--- src/rtl/alu_core_if.sv ---
// alu_core_if: operand/result bundle for alu_core.
//   a_in, b_in : operands, [0:WIDTH-1], index 0 is the MSB
//   op_in      : operation select, [0:2], index 0 is the MSB
//   y_out      : registered result, [0:WIDTH-1], index 0 is the MSB
//   z_out      : registered zero flag
// master drives operands and observes results; slave is the ALU side.
interface alu_core_if #(
  parameter int WIDTH = 32
);
  logic [0:WIDTH-1] a_in;
  logic [0:WIDTH-1] b_in;
  logic [0:2]       op_in;
  logic [0:WIDTH-1] y_out;
  logic             z_out;

  modport master (
    output a_in, b_in, op_in,
    input  y_out, z_out
  );

  modport slave (
    input  a_in, b_in, op_in,
    output y_out, z_out
  );
endinterface

--- src/rtl/alu_core.sv ---
// alu_core: single-cycle registered ALU.
//   clk_in : rising-edge clock
//   rst_in : synchronous active-high reset (y_out -> 0, z_out -> 1)
//   bus    : alu_core_if slave (a_in, b_in, op_in in; y_out, z_out out)
// op_in: 000 ADD, 001 SUB, 010 AND, 011 OR, 100 XOR, 101 SLT (signed),
//        110 SLL, 111 SRL (shift amount = 5 LSBs of b).
// The result is formed combinationally and registered every edge;
// latency is one cycle with no handshake.
module alu_core #(
  parameter int WIDTH = 32
) (
  input  logic      clk_in,
  input  logic      rst_in,
  alu_core_if.slave bus
);

  localparam int SHAMT_W = 5;

  localparam logic [2:0] OP_ADD = 3'b000;
  localparam logic [2:0] OP_SUB = 3'b001;
  localparam logic [2:0] OP_AND = 3'b010;
  localparam logic [2:0] OP_OR  = 3'b011;
  localparam logic [2:0] OP_XOR = 3'b100;
  localparam logic [2:0] OP_SLT = 3'b101;
  localparam logic [2:0] OP_SLL = 3'b110;
  localparam logic [2:0] OP_SRL = 3'b111;

  // The big-endian port vectors keep their numeric value when copied into
  // little-endian locals, so all arithmetic below is ordinary unsigned math.
  logic [WIDTH-1:0] a_p0;
  logic [WIDTH-1:0] b_p0;
  logic [2:0]       op_p0;
  logic [WIDTH-1:0] y_nxt_p0;

  logic [WIDTH-1:0] y_p1;
  logic             z_p1;

  function automatic logic [WIDTH-1:0] alu_eval(
    input logic [WIDTH-1:0] a,
    input logic [WIDTH-1:0] b,
    input logic [2:0]       op
  );
    logic signed [WIDTH-1:0] sa;
    logic signed [WIDTH-1:0] sb;
    logic [SHAMT_W-1:0]      shamt;
    logic [WIDTH-1:0]        r;
    sa    = a;
    sb    = b;
    shamt = b[SHAMT_W-1:0];
    r     = '0;
    case (op)
      OP_ADD:  r = a + b;
      OP_SUB:  r = a - b;
      OP_AND:  r = a & b;
      OP_OR:   r = a | b;
      OP_XOR:  r = a ^ b;
      OP_SLT:  r = {{(WIDTH-1){1'b0}}, (sa < sb)};
      OP_SLL:  r = a << shamt;
      OP_SRL:  r = a >> shamt;
      default: r = '0;
    endcase
    return r;
  endfunction

  // Stage p0: combinational evaluation of the current operands
  assign a_p0  = bus.a_in;
  assign b_p0  = bus.b_in;
  assign op_p0 = bus.op_in;

  always_comb begin
    y_nxt_p0 = alu_eval(a_p0, b_p0, op_p0);
  end

  // Stage p1: result and zero flag registered together; reset wins
  always_ff @(posedge clk_in) begin
    if (rst_in) begin
      y_p1 <= '0;
      z_p1 <= 1'b1;
    end else begin
      y_p1 <= y_nxt_p0;
      z_p1 <= (y_nxt_p0 == '0);
    end
  end

  assign bus.y_out = y_p1;
  assign bus.z_out = z_p1;

endmodule

--- src/flat_wrapper.sv ---
// flat-port wrapper written by rule: the top's interface ports become plain ports
module alu_core_flat 
#(
  parameter int WIDTH = 32
)
  (clk_in, rst_in, bus_a_in, bus_b_in, bus_op_in, bus_y_out, bus_z_out);
  alu_core_if #(.WIDTH(WIDTH)) bus_i ();
  input  logic clk_in;
  input  logic rst_in;
  input wire logic [$bits(bus_i.a_in)-1:0] bus_a_in;
  input wire logic [$bits(bus_i.b_in)-1:0] bus_b_in;
  input wire logic [$bits(bus_i.op_in)-1:0] bus_op_in;
  output wire logic [$bits(bus_i.y_out)-1:0] bus_y_out;
  output wire logic [$bits(bus_i.z_out)-1:0] bus_z_out;
  assign bus_i.a_in = bus_a_in;
  assign bus_i.b_in = bus_b_in;
  assign bus_i.op_in = bus_op_in;
  assign bus_y_out = bus_i.y_out;
  assign bus_z_out = bus_i.z_out;
  alu_core #(.WIDTH(WIDTH)) u_core (.clk_in(clk_in), .rst_in(rst_in), .bus(bus_i));
endmodule
--- config.mk ---
export PLATFORM = sky130hd
export DESIGN_NAME = alu_core_flat
export DESIGN_NICKNAME = d
export VERILOG_FILES = /design/src/rtl/alu_core_if.sv /design/src/rtl/alu_core.sv /design/src/flat_wrapper.sv
export SDC_FILE = /design/constraint.sdc
export NUM_CORES = 1
export LEC_CHECK = 0
export ABC_AREA = 1
export CAP_MARGIN = 20
export CORE_ASPECT_RATIO = 1.75
export CORE_MARGIN = 2
export CORE_UTILIZATION = 35
export CTS_CLUSTER_DIAMETER = 40
export DETAILED_ROUTE_END_ITERATION = 12
export PLACE_DENSITY = 0.54
export SLEW_MARGIN = 20
export SYNTH_ARGS = -nofsm -noshare
export SYNTH_HDL_FRONTEND = slang
export SYNTH_SLANG_ARGS = --single-unit
--- constraint.sdc ---
create_clock -name clk_in -period 3.7 [get_ports clk_in]
set_clock_uncertainty 0.2 [all_clocks]
set_input_delay 0.74 -clock clk_in [delete_from_list [all_inputs] [get_ports clk_in]]
set_output_delay 0.74 -clock clk_in [all_outputs]
set_load 0.01 [all_outputs]
After elaboration in Yosys (flattened, before gate mapping)

Cells that the tools add are included.

Add/subtract/negate cells: 2
$lt $le $gt $ge: 1
Equal/unequal tests: 7
Shift operators: 2
Multiplexer cells: 1
Bitwise logic cells: 3
Reductions and logical operators: 2

Operator list:

| cell                                                             | number |
|---|---|
| 32-bit case mux with 8 select lines                              | 1 |
| 32-bit adder                                                     | 1 |
| 32-bit bitwise AND                                               | 1 |
| 32-bit logical NOT                                               | 1 |
| 32-bit < comparator                                              | 1 |
| 32-bit OR                                                        | 1 |
| 32-bit by 5-bit left shift with 32-bit output                    | 1 |
| 32-bit by 5-bit >> shifter with 32-bit output                    | 1 |
| 32-bit subtractor                                                | 1 |
| 32-bit XOR                                                       | 1 |
| 3-bit == test (second input constant)                            | 4 |
| 3-bit by 2-bit == test with 1-bit output (second input constant) | 2 |
| 3-bit by 1-bit == test with 1-bit output (second input constant) | 1 |
| 3-bit logical NOT                                                | 1 |

Flip-flop bits (word level): 33
Input port bits: 69
Output and inout port bits: 33
Word-level logic and storage cells: 20

Longest topological paths before layout

Word-level depth: 3
Depth in mapped cells: 23
Mapped depth without buffers: 20

Worst setup path after synthesis

Ideal clock, no wire load.

Path type: input port to flip-flop
Start: input port bus_b_in[3]
End: register u_core.z_p1, in the netlist u_core.bus.z_out
Library setup time: 61 ps
Arrival time: 3058 ps
Data required time: 3439 ps
Path slack: 381 ps
Stages: 18
Buffers on the path: 3
Cells stage by stage: inv_1 -> clkbuf_1 -> clkbuf_1 -> ha_1 -> buf_2 -> nor2_1 -> nand3_1 -> nand3_1 -> nand2_1 -> a21oi_1 -> nor2_1 -> nor3_1 -> nand2_1 -> nor2_1 -> nand2_1 -> nor2_1 -> nand3_1 -> nand2_1

Word-level cells in the longest chain between the ends: 3
Elaborated cells between the ends (all ways): 10
Those cells by class: add/sub (2); order compare (1); shift (2); mux (1); bitwise (3); reduce/logical (1)

Ends and longest elaborated chain:

| item                                            | line               | source |
|---|---|---|
| start: declaration                              | flat_wrapper.sv:11 | `input wire logic [$bits(bus_i.b_in)-1:0] bus_b_in;` |
| 32-bit subtractor, or another cell as far along | alu_core.sv:53     | `OP_SUB: r = a - b;` |
| 32-bit case mux with 8 select lines *           | alu_core.sv:51     | `case (op)` |
| 32-bit logical NOT *                            | alu_core.sv:81     | `z_p1 <= (y_nxt_p0 == '0);` |
| end signal: assignment                          | alu_core.sv:81     |  |
| end: declaration                                | alu_core.sv:36     | `logic z_p1;` |

Mark *: on every way between the ends. The rest lies on a longest branch, timed or not.
A chain may end at the register's enable or synchronous reset.

Final worst setup path

Start: input port bus_b_in[21]
End: register u_core.z_p1, in the netlist u_core.bus.z_out

Word-level cells in the longest chain between the ends: 3
Elaborated cells between the ends (all ways): 8
Those cells by class: add/sub (2); order compare (1); mux (1); bitwise (3); reduce/logical (1)

Ends and longest elaborated chain:

| item                                            | line |
|---|---|
| 32-bit subtractor, or another cell as far along | alu_core.sv:53 |
| 32-bit case mux with 8 select lines *           | alu_core.sv:51 |
| 32-bit logical NOT *                            | alu_core.sv:81 |

Marked as above.

==> results.md <==
* Area growth syn-to-layout at 44.3%
* Synthesized area at 10700 µm²
* Drt wl/cell at 20.2 µm
* Worst slew slack as a fraction of its limit at 48.4%
* Die ar. at 31900 µm²
* Overall Global Routing Usage at 36.9%
* Synthesized-area fraction occupied by ao, oa, aoi and oai cells at 9.43%
* Kind of path behind the tightest hold check: in2reg
* Main combinational cell family by area after synthesis: simple AND/OR/NAND/NOR gates
* Vias in the first global route at 15400
* Max Freq at 279 MHz
* Vias at 15700
* Routability congestion estimate at 1.08
* Sum of net half-perimeters after detailed placement at 51.1 mm
* CTS root buf: sky130_fd_sc_hd__clkbuf_16
* Fin util at 51.1%
* Fraction of the mapped netlist area in adder cells at 11.8%
* Fraction of layout cells with a size suffix above 1 at 20.3%
* Height of the die at 235 µm
* Standard-cell row count at 84
* Fin Setup TNS at 0 ns
* Vias per cell at 5.31
* Worst setup margin at 0.119 ns
* Number of DRC violations after detailed-routing iteration 0 at 1293
* Post-layout nets at 2736
* Final Slew Violations at 0
* Drt pass-1 iters at 6
* Simple-gate share of the synthesized area at 56.1%
* Maximum buffer depth of the clock tree at 2
* ANT cells at 0
* Crit path kind: in2reg
* Overflow after GRT at 0
* Max cap viols at 0
* Number of hold violations in the final report at 0
* Synthesized-area fraction occupied by xor and xnor cells at 0.247%
* Clock-pin slew on the worst setup and hold paths at 0.05 ns
* Share of flip-flops with an asynchronous set or reset after synthesis at 0%
* Clock tree from TritonCTS: built
* Number of input and output port buffers inserted at 101
* Transition at the pin with the smallest max-transition slack at 0.773 ns
* Post-DRT Antenna Nets at 0
* Sort of element at the end of the critical path: flip-flop
* Multiplexer share of the synthesized area at 0%
* Initial antenna violation count at 0
* Leading register cell type out of synthesis: sky130_fd_sc_hd__dfxtp_1
* Startpoint kind of the worst setup timing path: input port
* Largest net degree at the start of global routing at 70
* Data required, critical path at 3.71 ns
* Count of different cell masters after synthesis at 38
* EDFF count, synth at 0
* Ratio of final minimum period to clock period at 96.8%
* Worst Path Max Fanout at 6
* First-pass GRT wire length at 87.8 mm
* Core Box Area at 30100 µm²
* Peak supply drop at 0.000374 V
* H-tree Lvls at 2
* HP Start: rst_in
* Warnings from Yosys at 0
* Hold buffers post-CTS at 0
* Static leakage power at 8.62 nW
* Setup repair after global routing missed its margin: false
* Outcome: completed
* CP arrival at 3.59 ns
* Worst Setup SP: bus_b_in[21]
* Power consumption at 0.00315 W
* Post-route DRC at 0
* Gate count of the mapped netlist at 2133
* Initial Util at 35.4%
* Post-Route WL at 59.8 mm
* Mean instance size in the synthesized netlist at 4.99 µm²
* Pre-CTS setup slack at -0.389 ns
* Width of the die at 136 µm
* Syn_nets at 2301
* Minimum clock period after layout at 3.58 ns
* Number of synthesized register bits at 33
* Final number of setup-violating endpoints at 0
* Number of CTS-inserted buffers at 5
* Sequential area share after synthesis at 6.20%
* TritonCTS Sinks at 33
* Number of I/O pins at 102
* Pwr dens at 205 nW/µm²
-- logic make-up (layout without fill, tap and decap cells) --
logic type,count (synthesis),in the layout
compound gates,183,183
simple gates,1389,1389
xor+xnor,3,3
buf+inv,426,862
flops,33,33
fa+ha+maj,99,99
-- worst paths after layout --
kind,to,slack (ns),depth (start not counted)
worst max-delay path,u_core.bus.z_out,0.12,15
worst min-delay path,u_core.bus.y_out[15],1.10,2
-- final cells by class --
| class | instances | area (µm²) |
|---|---|---|
| clock buffer | 8 | 136 |
| fill | 3416 | 14700 |
| inverter | 330 | 1240 |
| multi-input combinational | 1674 | 8560 |
| sequential | 33 | 661 |
| tap | 387 | 484 |
| timing repair buffer | 524 | 4300 |
-- layer usage --
layer | part of all wire [%] | track usage, % | wire (µm)
met1 | 37 | 41.4 | 22400
met2 | 49 | 65.0 | 29600
met3 | 5.4 | 3.13 | 3220
met4 | 7.8 | 24.6 | 4680
met5 | 0 | 0 | 0
-- worst max-delay path: stages --
cell and delay [ns]:
sky130_fd_sc_hd__clkdlybuf4s50_1 0.52, sky130_fd_sc_hd__inv_1 0.08, sky130_fd_sc_hd__ha_2 0.42, sky130_fd_sc_hd__o21ai_0 0.17, sky130_fd_sc_hd__a21oi_1 0.28, sky130_fd_sc_hd__nand2_1 0.15
sky130_fd_sc_hd__a21oi_2 0.22, sky130_fd_sc_hd__nand3_1 0.15, sky130_fd_sc_hd__nand3_1 0.16, sky130_fd_sc_hd__nand3_2 0.12, sky130_fd_sc_hd__nor2_1 0.10, sky130_fd_sc_hd__nand3_1 0.13
sky130_fd_sc_hd__nor2_2 0.18, sky130_fd_sc_hd__nand3_1 0.09, sky130_fd_sc_hd__nand2_1 0.07
-- placed cells by master (no fill, tap or decap), types with 6 or more instances in the layout --
cell	netlist	layout
sky130_fd_sc_hd__a21oi_1	81	76
sky130_fd_sc_hd__and2_1	11	11
sky130_fd_sc_hd__buf_12	0	9
sky130_fd_sc_hd__buf_4	7	413
sky130_fd_sc_hd__clkdlybuf4s50_1	0	95
sky130_fd_sc_hd__dfxtp_1	33	33
sky130_fd_sc_hd__ha_1	97	75
sky130_fd_sc_hd__ha_2	0	17
sky130_fd_sc_hd__inv_1	322	320
sky130_fd_sc_hd__inv_2	8	10
sky130_fd_sc_hd__nand2_1	639	627
sky130_fd_sc_hd__nand2_2	0	12
sky130_fd_sc_hd__nand3_1	451	440
sky130_fd_sc_hd__nand3_2	2	13
sky130_fd_sc_hd__nand4_1	37	37
sky130_fd_sc_hd__nor2_1	214	197
sky130_fd_sc_hd__nor2_2	0	15
sky130_fd_sc_hd__nor3_1	24	19
sky130_fd_sc_hd__o211ai_1	8	8
sky130_fd_sc_hd__o21ai_0	53	52
sky130_fd_sc_hd__o21ai_1	5	6
sky130_fd_sc_hd__o21bai_1	6	6
sky130_fd_sc_hd__o22ai_1	20	20
-- metrics by stage --
step / area (µm²) / instances / hold WS, ns
CTS: 15100 / 2955 / 1.12
floorplan: 10700 / 2133 / 0.731
detailed placement: 14900 / 2947 / 1.27
global placement: 14900 / 2947 / 1.27
global route: 15400 / 2956 / 1.13
finish: 15400 / 2956 / 1.10
-- where the power goes --
group	switching (W)	total [W]	internal, W
Clock	0.000143	0.000393	0.000250
Combinational	0.00136	0.00236	0.000995
Sequential	0.00000824	0.000399	0.000391
-- flip-flops by register name, summed over array words and instances, names as in the netlist --
| signal | flops |
|---|---|
| u_core.bus.y_out | 32 |
| u_core.bus.z_out | 1 |
-- Yosys cell counts (2+ instances only) --
cell type	instances	area share, %
sky130_fd_sc_hd__dfxtp_1	33	6.2
sky130_fd_sc_hd__or2_2	5	0.29
sky130_fd_sc_hd__inv_1	322	11
sky130_fd_sc_hd__nand3_2	2	0.19
sky130_fd_sc_hd__o221ai_1	3	0.25
sky130_fd_sc_hd__inv_2	8	0.28
sky130_fd_sc_hd__nand4_1	37	2.2
sky130_fd_sc_hd__nor3_1	24	1.1
sky130_fd_sc_hd__o22ai_1	20	1.2
sky130_fd_sc_hd__o21ai_0	53	2.5
sky130_fd_sc_hd__nor3b_1	2	0.14
sky130_fd_sc_hd__and2_1	11	0.65
sky130_fd_sc_hd__fa_1	2	0.38
sky130_fd_sc_hd__o211ai_1	8	0.56
sky130_fd_sc_hd__a31oi_1	3	0.18
sky130_fd_sc_hd__buf_1	8	0.28
sky130_fd_sc_hd__o21bai_1	6	0.42
sky130_fd_sc_hd__o21ai_1	5	0.23
sky130_fd_sc_hd__buf_2	53	2.5
sky130_fd_sc_hd__nand3_1	451	21
sky130_fd_sc_hd__a21oi_1	81	3.8
sky130_fd_sc_hd__ha_1	97	11
sky130_fd_sc_hd__clkbuf_1	22	0.78
sky130_fd_sc_hd__nor2_1	214	7.5
sky130_fd_sc_hd__nand2_1	639	23
sky130_fd_sc_hd__xor2_1	2	0.16
sky130_fd_sc_hd__buf_6	5	0.53
sky130_fd_sc_hd__buf_4	7	0.49
-- repair_timing --
| item | 4_1_cts | 5_1_grt |
|---|---|---|
| endpoints found under the setup margin | 1 | 5 |
| cloned | 0 | 0 |
| resized for setup | 9 | 77 |
| pin swaps | 1 | 8 |
| buffers inserted | 0 | 1 |
Power figures use the tool's default switching activity.
